<file path="config.mk">
export PLATFORM = sky130hd
export DESIGN_NAME = mux2_arbiter
export DESIGN_NICKNAME = d
export VERILOG_FILES = /design/src/rtl/mux_ctrl_pkg.sv /design/src/rtl/mux2_w.sv /design/src/rtl/mux2_arbiter.sv
export SDC_FILE = /design/constraint.sdc
export NUM_CORES = 1
export LEC_CHECK = 0
export ABC_AREA = 1
export BUFFER_PORTS_ARGS = -buffer_cell sky130_fd_sc_hd__buf_4
export CELL_PAD_IN_SITES_DETAIL_PLACEMENT = 1
export CELL_PAD_IN_SITES_GLOBAL_PLACEMENT = 2
export CORE_MARGIN = 2
export CORE_UTILIZATION = 23
export CTS_CLUSTER_DIAMETER = 30
export CTS_CLUSTER_SIZE = 8
export DETAILED_ROUTE_END_ITERATION = 10
export GPL_ROUTABILITY_DRIVEN = 0
export GPL_TIMING_DRIVEN = 0
export PLACE_DENSITY = 0.89
export SLEW_MARGIN = 0
export SYNTH_ARGS = -nofsm -noshare
export SYNTH_HDL_FRONTEND = slang
export SYNTH_SLANG_ARGS = --single-unit
</file>
<file path="constraint.sdc">
create_clock -name clk -period 2.7 [get_ports clk]
set_input_delay 0.54 -clock clk [delete_from_list [all_inputs] [get_ports clk]]
set_output_delay 0.54 -clock clk [all_outputs]
set_load 0.01 [all_outputs]
</file>
<file path="src/rtl/mux_ctrl_pkg.sv">
// mux_ctrl_pkg: state encoding and sizing helper for the 2:1 mux arbiter
package mux_ctrl_pkg;
  localparam logic [1:0] IDLE = 2'd0;
  localparam logic [1:0] G0   = 2'd1;
  localparam logic [1:0] G1   = 2'd2;

  function automatic int clog2(input int v);
    int r;
    r = 0;
    while ((1 << r) < v) r++;
    return r;
  endfunction
endpackage

</file>
<file path="src/rtl/mux2_w.sv">
// mux2_w: WIDTH+1-bit 2:1 mux carrying data plus last flag
module mux2_w #(
  parameter int W = 9
) (
  input  logic         sel_i,
  input  logic [W-1:0] a_i,
  input  logic [W-1:0] b_i,
  output logic [W-1:0] y_o
);
  assign y_o = sel_i ? b_i : a_i;
endmodule

</file>
<file path="src/rtl/mux2_arbiter.sv">
// mux2_arbiter: round-robin packet arbiter driving a shared 2:1 valid/ready mux
module mux2_arbiter
  import mux_ctrl_pkg::*;
#(
  parameter int WIDTH     = 8,
  parameter int MAX_BEATS = 16
) (
  input  logic             clk,
  input  logic             rst_n,
  input  logic             in0_valid,
  input  logic [WIDTH-1:0] in0_data,
  input  logic             in0_last,
  output logic             in0_ready,
  input  logic             in1_valid,
  input  logic [WIDTH-1:0] in1_data,
  input  logic             in1_last,
  output logic             in1_ready,
  output logic             out_valid,
  output logic [WIDTH-1:0] out_data,
  output logic             out_last,
  input  logic             out_ready,
  output logic             sel,
  output logic             busy
);
  localparam int CW  = clog2(MAX_BEATS > 1 ? MAX_BEATS : 2);
  localparam int LIM = (MAX_BEATS > 0) ? MAX_BEATS - 1 : (1 << CW) - 1;
  localparam logic [CW-1:0] CNT_MAX = CW'(LIM);

  logic [1:0]    state_q, state_d;
  logic          last_grant_q, last_grant_d;
  logic [CW-1:0] cnt_q, cnt_d;
  logic [WIDTH:0] mux_y;
  logic          cur_valid, oth_valid, xfer, at_lim, rel;

  mux2_w #(.W(WIDTH + 1)) u_mux (
    .sel_i (sel),
    .a_i   ({in0_last, in0_data}),
    .b_i   ({in1_last, in1_data}),
    .y_o   (mux_y)
  );

  assign cur_valid = sel ? in1_valid : in0_valid;
  assign oth_valid = sel ? in0_valid : in1_valid;
  assign xfer      = out_valid & out_ready;
  assign at_lim    = (MAX_BEATS != 0) && (cnt_q == CNT_MAX);
  assign rel       = xfer & (out_last | (at_lim & oth_valid));

  // state, grant history and beat counter; async reset forces an immediate release
  always_ff @(posedge clk or negedge rst_n) begin
    if (!rst_n) begin
      state_q      <= IDLE;
      last_grant_q <= 1'b1;
      cnt_q        <= '0;
    end else begin
      state_q      <= state_d;
      last_grant_q <= last_grant_d;
      cnt_q        <= cnt_d;
    end
  end

  // arbitration from IDLE, release and direct handover while granted
  always_comb begin
    state_d      = state_q;
    last_grant_d = last_grant_q;
    if (!busy)
      state_d = (in0_valid & in1_valid) ? (last_grant_q ? G0 : G1) :
                in0_valid ? G0 : in1_valid ? G1 : IDLE;
    else if (rel) begin
      last_grant_d = sel;
      state_d      = oth_valid ? (sel ? G0 : G1) :
                     (cur_valid & ~out_last) ? (sel ? G1 : G0) : IDLE;
    end
    cnt_d = (rel || state_d != state_q) ? '0 :
            (xfer && cnt_q != CNT_MAX) ? cnt_q + CW'(1) : cnt_q;
  end

  // datapath passes through combinationally; only the granted side sees ready
  always_comb begin
    busy      = (state_q == G0) || (state_q == G1);
    sel       = (state_q == G1);
    out_valid = busy & cur_valid;
    out_data  = mux_y[WIDTH-1:0];
    out_last  = busy & mux_y[WIDTH];
    in0_ready = (state_q == G0) & out_ready;
    in1_ready = (state_q == G1) & out_ready;
  end
endmodule

</file>
==> results by group, run 1 <==
STA
  – Clk_skew: between 1 and 1.5 ps
  – Slew Viols, Final: 0
  – Final Cycle Share: about 86%
  – Max Freq: about 0.43 GHz
  – Minimum hold slack: around 89 ps
  – RSZ-0062 raised after global routing: false
  – # setup viols final: 0
  – Final Hold Vio Count: 0
  – Worst-margin pin slew: between 400 and 500 ps
  – TNS Setup: 0 ps
  – Slew HR: a little over two thirds
  – Min Tclk post-route: 2335 ps

Synthesis
  – Synth Area in Compound Gates: ~4.8%
  – Post-synthesis mux area share: under 10%
  – Post-synthesis xor/xnor area fraction: approximately 3.7%
  – Synth area leaders: nand2_1, dfrtp_1, ha_1
  – Leading area contributor after synthesis: nand2_1
  – Largest family of logic cells by synthesized area: simple AND/OR/NAND/NOR gates
  – Cell Area, Synth: ~700 sq um
  – Sequential element share of the synthesized area: 25.13%
  – Flip-flop and latch count after synthesis: 7
  – Post-synthesis adder-cell area fraction: approximately 7.1%
  – Cell count after synthesis: roughly 100
  – Top cell type's share of synthesized area: 21.93%
  – Yosys warns: 0
  – Average size of a mapped cell: between 6 and 7 sq um
  – Syn_nets: 131
  – Synth cell types: 25
  – Simple-Gate Fraction of Synth Area: ~45%

Global route
  – Vias in the first global route: slightly below 800
  – Tot GR Track Use: a little under an eighth
  – Global-route wire length before repair: 3.215 mm
  – Grt total ovfl: 0
  – Initial antenna violation count: 0
  – Largest net degree at the start of global routing: 11

Floorplan
  – Row cnt: 20
  – Core Area: approximately 3000 sq um
  – Initial core utilization: between 20% and 30%
  – Die ar.: 3510 sq um
  – Die span in x: about 59 um
  – Ports: 37
  – Die Y: 59.25 um

Worst setup path
  – Worst reg-to-reg path cell count: 13
  – Most frequent cell on the critical path: nand2_1
  – FF-to-FF setup slack: 650 ps
  – Worst Path Max Fanout: 10
  – Critical Path, Cell by Cell: inv_1 > ha_1 > inv_2 > clkbuf_1 > nand2_1 > nand2_1 > buf_4
  – Critical Path End Type: output pin
  – Crit Path Category: reg2out
  – Critical path's largest stage delay: between 400 and 500 ps
  – CP startpoint kind: flip-flop
  – Reg-to-reg critical path startpoint: state_q[0]
  – CP Launch Point: state_q[0]
  – Slowest CP cell: dfrtp_1
  – WP data arrival: about 1800 ps
  – Req. time, crit path: between 2000 and 2500 ps

Detailed routing
  – Initial DRC count: 10
  – DR WL/cell: 11.17 um
  – Initial DRT Pass Iterations: 3
  – Post-route ant nets: 0
  – Vias per cell: about 4.4
  – WL final: 1.977 mm
  – DRC: 0
  – Total number of vias: 775

Power
  – PwrDens: 1016 nW/um^2
  – Worst vdd ir: approximately 0.00043 V
  – Overall Power: about 1.1 mW
  – Leak: slightly above 0.6 nW

Finish
  – Antenna Cells: 0
  – Most frequent cells in the layout: nand2_1, buf_4, inv_1
  – Commonest non-fill, non-tap cell in the layout: nand2_1
  – # fillers: 380
  – Fin nets: approximately 170
  – Synth-to-layout area growth: 48.31%
  – Share of layout cells above drive strength 1: ~43%
  – Register Area: between 150 and 200 sq um
  – Multi-input gate area: 434.2 sq um
  – Final design utilization: approximately a third

Run
  – Max cap viols: 0

Clocking
  – Clock tree buffer depth: 2
  – Clk_lat worst skew: about 250 ps
  – Total CTS buffers: 3
  – Setup repair bufs after CTS: 0
  – H-tree Lvls: 1
  – CTS tree: done
  – Root buffer cell: clkbuf_4
  – Hold Buf Count CTS: 0
  – Worst-path clk slew: around 60 ps
  – CTS sink count: 7
  – Post-CTS sizing: 0

Hold path
  – Min-delay worst type: in2async

Run status
  – Status: finished, final reports clean

Placed design
  – I/O Buffers: 36
  – Detailed Place HPWL: between 1.5 and 2 mm
through the flow:
step                std cells  setup WS, ps  area, sq um
floorplan                 104         908.7        701.9
global placement          173         669.8         1013
detailed placement        173         631.8         1013
CTS                       177         342.3         1041
global route              177         207.4         1041
finish                    177         365.2         1041
per-layer routing:
layer | vias up | track usage, % | wire length [um]
li1 | 394 | - | -
met1 | 354 | 13.83 | 856
met2 | 25 | 21.82 | 979
met3 | 2 | 1.310 | 127
met4 | 0 | 3.896 | 14
met5 | - | 0 | 0
flip-flops by register name, summed over array words and instances, names as in the netlist:
register	count
cnt_q	4
state_q	2
last_grant_q	1
cells in the mapped netlist:
| library cell | count |
|---|---|
| nand2_1 | 41 |
| inv_1 | 11 |
| dfrtp_1 | 6 |
| nand2_2 | 6 |
| nor2_1 | 6 |
| nand3_1 | 5 |
| ha_1 | 4 |
| nand3_2 | 4 |
| inv_2 | 3 |
| nor2_2 | 2 |
| xnor2_1 | 2 |
| a21oi_1 | 1 |
| buf_6 | 1 |
| bufinv_8 | 1 |
| clkbuf_1 | 1 |
| dfstp_2 | 1 |
| inv_4 | 1 |
| mux2i_1 | 1 |
| nand2_4 | 1 |
| nor2_4 | 1 |
| o211ai_1 | 1 |
| o21a_1 | 1 |
| o21ai_0 | 1 |
| o21ai_2 | 1 |
| xor2_1 | 1 |
worst max-delay path, delay by kind of cell (launching register included):
kind / cells / cell delay (ps)
fa+ha+maj: 1 / 270
buf+inv: 4 / 680
flops: 1 / 410
simple gates: 2 / 180
layout make-up:
| cell class | instances | share of cell area, % |
|---|---|---|
| Inverter | 16 | 7.332 |
| Timing Repair Buffer | 36 | 25.96 |
| Clock inverter | 1 | 0.4808 |
| Sequential cell | 7 | 16.95 |
| Clock buffer | 3 | 2.163 |
| Buffer | 2 | 1.442 |
| Tap cell | 33 | 3.966 |
| Multi-Input combinational cell | 79 | 41.71 |
final timing paths:
check,to
hold / removal,state_q[1]
setup reg to reg,cnt_q[3]
max in group asynchronous,last_grant_q
hold reg to reg,last_grant_q
setup / recovery,out_data[7]
min in group clk,last_grant_q
power breakdown:
group          internal [mW]  switching [mW]  leakage [nW]
clock network         0.0543          0.0428        0.0177
registers              0.137          0.0275        0.0907
logic                  0.338           0.458         0.504
cell families after synthesis:
kind of cell	after synthesis
mux	1
flops	7
buf+inv	18
compound gates	5
fa+ha+maj	4
simple gates	66
xor+xnor	3
Note: power is estimated with default switching activity, not from simulation.
==> run 2: changes to the inputs <==
- CORE_MARGIN: 2 -> 5
==> run 2 against run 1 <==
- total power increased by 0.62%
- highest routed layer unchanged
- cell area shrank 0.12%
- die area increased by 21%
- sequential share of layout area hardly changed
- clock power up 2.6%
- global-route usage down 0.61 points
- critical path type unchanged
- register-to-register slack better by 50 ps
- largest power group unchanged
- utilization hardly changed
- final cell count did not move
- combinational power about the same
- via count is 0.13% lower
==> results by group, run 2 (synthesized netlist as in run 1, its figures left out) <==
Clocking
  – CTS sink count: 7 (unchanged)
  – Setup repair bufs after CTS: 0 (unchanged)
  – Clk_lat worst skew: 260 ps (about the same)
  – Total CTS buffers: 3 (unchanged)
  – Post-CTS sizing: 0 (unchanged)
  – Clock tree buffer depth: 2 (unchanged)
  – Root buffer cell: clkbuf_4
  – H-tree Lvls: 1 (unchanged)
  – Hold Buf Count CTS: 0 (unchanged)
  – Worst-path clk slew: 50 ps (about the same)
  – CTS tree: done

Worst setup path
  – CP startpoint kind: flip-flop
  – WP data arrival: 1760 ps (-30 ps)
  – Most frequent cell on the critical path: nand2_1
  – Family with the most delay on the worst path: buffers and inverters
  – Req. time, crit path: 2160 ps (about the same)
  – Critical Path, Cell by Cell: inv_1 > ha_1 > inv_2 > clkbuf_1 > nand2_1 > nand2_1 > buf_4
  – Worst Path Max Fanout: 10 (unchanged)
  – Critical path's largest stage delay: 400 ps (about the same)
  – Crit Path Category: reg2out
  – Slowest CP cell: dfrtp_1
  – Critical Path End Type: output pin
  – Bufs and invs on worst path: 4 (unchanged)

Global route
  – Largest net degree at the start of global routing: 11 (unchanged)
  – Initial antenna violation count: 0 (unchanged)
  – Tot GR Track Use: 11.15% (-0.61 points)
  – Vias in the first global route: 857 (+8.2%)
  – Global-route wire length before repair: 3.781 mm (+18%)
  – Grt total ovfl: 0 (unchanged)

STA
  – TNS Setup: 0 ps (unchanged)
  – Clk_skew: 1.722 ps (+0.7167 ps)
  – Max Freq: 0.4357 GHz (+1.7%)
  – RSZ-0062 raised after global routing: false
  – Worst-margin pin slew: 409.7 ps (-40.04 ps)
  – Min Tclk post-route: 2295 ps (-39.53 ps)
  – Final Hold Vio Count: 0 (unchanged)
  – # setup viols final: 0 (unchanged)
  – Slew HR: 72.69% (+2.7 points)
  – Final Cycle Share: 85.01% (-1.5 points)
  – Slew Viols, Final: 0 (unchanged)

Power
  – Power share of the clock group: 9.4% (+0.2 points)
  – P_int: 0.5317 mW (+0.45%)
  – Switching part of the total power: 50.05% (+0.083 points)
  – Leak: 0.6094 nW (-0.45%)
  – Logic pwr share: 75.0% (-0.2 points)
  – Sequential share of power: 15.6% (about the same)
  – Net Switching: 0.5328 mW (+0.79%)
  – Worst vdd ir: 0.0004715 V (+10%)
  – PwrDens: 1024 nW/um^2 (+0.74%)

Finish
  – Antenna Cells: 0 (unchanged)
  – # fillers: 390 (+2.6%)
  – Max reg flops: 4 (unchanged)
  – Synth-to-layout area growth: 48.13%
  – Biggest regs: cnt_q x4, state_q x2, last_grant_q x1
  – Commonest non-fill, non-tap cell in the layout: nand2_1
  – Share of layout cells above drive strength 1: 42.36% (-0.69 points)
  – Layout Cells excl Fill: 177 (unchanged)
  – Most flop-heavy register: cnt_q
  – Fin nets: 172 (unchanged)
  – Most frequent cells in the layout: nand2_1, buf_4, inv_1

Detailed routing
  – Initial DRT Pass Iterations: 3 (unchanged)
  – Post-route ant nets: 0 (unchanged)
  – WL final: 2.128 mm (+7.6%)
  – DRC: 0 (unchanged)
  – Vias per cell: 4.373 (-0.13%)
  – Initial DRC count: 13 (+3)
  – DR WL/cell: 12.02 um (+7.6%)
  – Total number of vias: 774 (-0.13%)

Run status
  – Status: finished, final reports clean

Placed design
  – Cells after DPL: 173 (unchanged)
  – I/O Buffers: 36 (unchanged)
  – Detailed Place HPWL: 1.844 mm (+7.7%)

Floorplan
  – Initial core utilization: 23.57% (unchanged)
  – Core Area: 2978 sq um (unchanged)
  – Die Y: 65.25 um (+10%)
  – Die ar.: 4257 sq um (+21%)
  – Row cnt: 20 (unchanged)
  – Ports: 37 (unchanged)
  – Die span in x: 65.25 um (+10%)

Run
  – Max cap viols: 0 (unchanged)

Hold path
  – Min-delay worst type: in2async
[run 2: cell count changes in the layout (fill, tap and decap cells not counted)]
| cell | before | now |
|---|---|---|
| clkbuf_1 | 1 | 2 |
| clkinv_2 | 1 | 0 |
[run 2: layout make-up]
| cell class | count | area, sq um | share of cell area [%] |
|---|---|---|---|
| inverter | 16 | 76.32 | 7.341 |
| clock buffer | 4 | 26.28 | 2.527 |
| sequential | 7 | 176.4 | 16.97 |
| buffer | 2 | 15.01 | 1.444 |
| timing repair buffer | 36 | 270.3 | 25.99 |
| multi-input combinational | 79 | 434.2 | 41.76 |
| tap | 33 | 41.29 | 3.971 |
[run 2: power groups by stage]
stage / clock network [mW] / logic, mW / registers, mW
2_1_floorplan: 0 / 0.522 / 0.159
3_3_place_gp: 0 / 0.792 / 0.165
3_5_place_dp: 0 / 0.815 / 0.167
4_1_cts: 0.104 / 0.820 / 0.166
5_1_grt: 0.111 / 0.903 / 0.168
6_report: 0.0996 / 0.799 / 0.166
[run 2: worst register-to-register path: cells and delay by family (launching register included)]
family | cells | cell delay, ps
AND/OR/NAND/NOR | 9 | 690
flip-flops | 1 | 400
buffers and inverters | 3 | 540
adder cells (fa/ha/maj) | 1 | 270
[run 2: path summary, 6_finish.rpt]
kind                                     end          from  slack [ps]  cells past startpoint
worst max-delay path             out_data[2]    state_q[0]         400                      7
worst min-delay path                cnt_q[0]         rst_n          80                      1
worst max register to register      cnt_q[1]    state_q[0]         700                     13
worst min register to register  last_grant_q  last_grant_q         510                      2
max in group asynchronous       last_grant_q         rst_n        2410                      1
min in group clk                last_grant_q  last_grant_q         510                      2
[run 2: routing by layer]
metal  wire length, um  global-route usage [%]  up-vias
met5                 0                       0        -
met4                38                   4.663        0
met3               126                   1.880        3
met2              1046                   20.61       26
met1               917                   12.45      351
li1                  -                       -      394
[run 2: through the flow]
| step | util (%) | instance area, sq um | power, mW | setup WS, ps | hold WS [ps] |
|---|---|---|---|---|---|
| finish | 34.92 | 1040 | 1.064 | 404.7 | 80.98 |
| global route | 34.92 | 1040 | 1.182 | 209.4 | 72.39 |
| CTS | 34.92 | 1040 | 1.090 | 347.2 | 77.18 |
| detailed placement | 34.03 | 1013 | 0.9829 | 639.1 | 359.3 |
| global placement | 34.03 | 1013 | 0.9575 | 662.0 | 355.2 |
| floorplan | - | 701.9 | 0.6808 | 908.7 | 244.4 |
==> run 3: changes to the inputs <==
- BUFFER_PORTS_ARGS: -buffer_cell sky130_fd_sc_hd__buf_4 -> -buffer_cell sky130_fd_sc_hd__buf_2
- CORE_MARGIN: 5 -> default
==> run 3 against run 2 <==
- the flow now finishes with violations (design-rule violations)
- clock power fell by 5.9%
- global-route usage up 1.1 points
- non-clock buffer count stayed put
- register-to-register slack worse by 40 ps
- critical path depth is the same
- sequential power hardly changed
- utilization is 1.4 points lower
- wire length decreased by 13%
- combinational power decreased by 8.9%
- critical path type unchanged
==> results by group, run 3 (synthesized netlist as in run 1, its figures left out) <==
Worst setup path
  – Bufs and invs on worst path: 4 (unchanged)
  – Slowest CP cell: dfrtp_1
  – Family with the most delay on the worst path: buffers and inverters
  – FF-to-FF setup slack: 660 ps (-40 ps)
  – Most frequent cell on the critical path: nand2_1
  – WP data arrival: 1790 ps (+30 ps)
  – Critical Path, Cell by Cell: inv_1 > ha_1 > inv_2 > clkbuf_1 > nand2_1 > nand2_1 > buf_2
  – Crit Path Category: reg2out
  – Req. time, crit path: 2160 ps (about the same)
  – Critical path's largest stage delay: 400 ps (about the same)
  – Worst Path Max Fanout: 10 (unchanged)
  – Critical Path End Type: output pin
  – CP startpoint kind: flip-flop

Floorplan
  – Die Y: 57.25 um (-12%)
  – Core Area: 2829 sq um (-5.0%)
  – Ports: 37 (unchanged)
  – Die span in x: 57.25 um (-12%)
  – Die ar.: 3277 sq um (-23%)
  – Initial core utilization: 24.81% (+1.2 points)
  – Row cnt: 19 (-5.0%)

STA
  – # setup viols final: 0 (unchanged)
  – Slew Viols, Final: 0 (unchanged)
  – Max Freq: 0.4299 GHz (-1.3%)
  – Min Tclk post-route: 2326 ps (+30.67 ps)
  – Minimum hold slack: 115.8 ps (+34.83 ps)
  – TNS Setup: 0 ps (unchanged)
  – Slew HR: 69.99% (-2.7 points)
  – RSZ-0062 raised after global routing: false
  – Final Hold Vio Count: 0 (unchanged)
  – Final Cycle Share: 86.15% (+1.1 points)
  – Clk_skew: 3.302 ps (+1.580 ps)
  – Worst-margin pin slew: 450.1 ps (+40.41 ps)

Global route
  – Tot GR Track Use: 12.21% (+1.1 points)
  – Grt total ovfl: 0 (unchanged)
  – Global-route wire length before repair: 3.174 mm (-16%)
  – Initial antenna violation count: 0 (unchanged)
  – Largest net degree at the start of global routing: 11 (unchanged)
  – Vias in the first global route: 749 (-13%)

Clocking
  – Post-CTS sizing: 0 (unchanged)
  – CTS sink count: 7 (unchanged)
  – Hold Buf Count CTS: 0 (unchanged)
  – Setup repair bufs after CTS: 0 (unchanged)
  – Total CTS buffers: 3 (unchanged)
  – Clock tree buffer depth: 2 (unchanged)
  – H-tree Lvls: 1 (unchanged)
  – Worst-path clk slew: 50 ps (about the same)
  – Root buffer cell: clkbuf_4
  – CTS tree: done
  – Clk_lat worst skew: 250 ps (about the same)

Power
  – Leak: 0.5817 nW (-4.5%)
  – PwrDens: 1042 nW/um^2 (+1.8%)
  – Overall Power: 0.9869 mW (-7.3%)
  – Worst vdd ir: 0.0005494 V (+17%)

Run status
  – Status: complete, but fails checks
  – Violations in the final reports: design-rule violations

Placed design
  – Detailed Place HPWL: 1.615 mm (-12%)
  – Cell Area, Placed: 920.9 sq um (-9.1%)
  – Cells after DPL: 171 (-1.2%)
  – I/O Buffers: 36 (unchanged)

Detailed routing
  – DRC: 5 (+5)
  – DR WL/cell: 10.63 um (-12%)
  – Total number of vias: 780 (+0.78%)
  – Initial DRC count: 40 (+27)
  – Initial DRT Pass Iterations: 7 (+4)
  – WL final: 1.860 mm (-13%)
  – Vias per cell: 4.457 (+1.9%)
  – Post-route ant nets: 0 (unchanged)

Finish
  – Most flop-heavy register: cnt_q
  – Share of layout cells above drive strength 1: 42.36% (unchanged)
  – Most frequent cells in the layout: nand2_1, buf_2, inv_1
  – Max reg flops: 4 (unchanged)
  – Post-route cell area: 947.2 sq um (-8.9%)
  – Layout Cells excl Fill: 175 (-1.1%)
  – Biggest regs: cnt_q x4, state_q x2, last_grant_q x1
  – Fin nets: 172 (unchanged)
  – Synth-to-layout area growth: 34.94%
  – Commonest non-fill, non-tap cell in the layout: nand2_1
  – # fillers: 389 (-0.26%)
  – Antenna Cells: 0 (unchanged)

Hold path
  – Min-delay worst type: in2async

Run
  – Max cap viols: 0 (unchanged)
[run 3: where the power goes]
part | total, mW | switching, mW | internal [mW]
clock | 0.0937 | 0.0374 | 0.0563
sequential | 0.166 | 0.0280 | 0.137
combinational | 0.728 | 0.456 | 0.272
total | 0.987 | 0.521 | 0.466
[run 3: cell type report]
cell class	count	area [sq um]	share of cell area, %
Multi-Input combinational cell	79	434.2	45.84
Buffer	2	15.01	1.585
Timing Repair Buffer	36	180.2	19.02
Inverter	16	76.32	8.058
Clock buffer	4	26.28	2.774
Sequential cell	7	176.4	18.63
Tap cell	31	38.79	4.095
[run 3: final timing paths]
check                              from      endpoint  cells after the start
setup / recovery             state_q[0]   out_data[3]                      7
hold / removal                    rst_n      cnt_q[3]                      1
setup reg to reg             state_q[0]      cnt_q[0]                     13
hold reg to reg            last_grant_q  last_grant_q                      2
max in group asynchronous         rst_n  last_grant_q                      1
min in group clk           last_grant_q  last_grant_q                      2
[run 3: through the flow]
| stage | utilization [%] | worst slack, ps |
|---|---|---|
| after global routing | 33.48 | 135.0 |
| after floorplan | - | 908.7 |
| final | 33.48 | 374.0 |
| after global placement | 32.55 | 662.0 |
| after CTS | 33.48 | 357.1 |
| after detailed placement | 32.55 | 633.7 |
[run 3: metal layers]
layer,vias to the layer above,part of all wire [%],global-route usage [%]
met1,357,43,14.21
met5,-,0,0
met4,0,0,0
met3,0,7.6,3.401
li1,394,-,-
met2,29,49,23.53
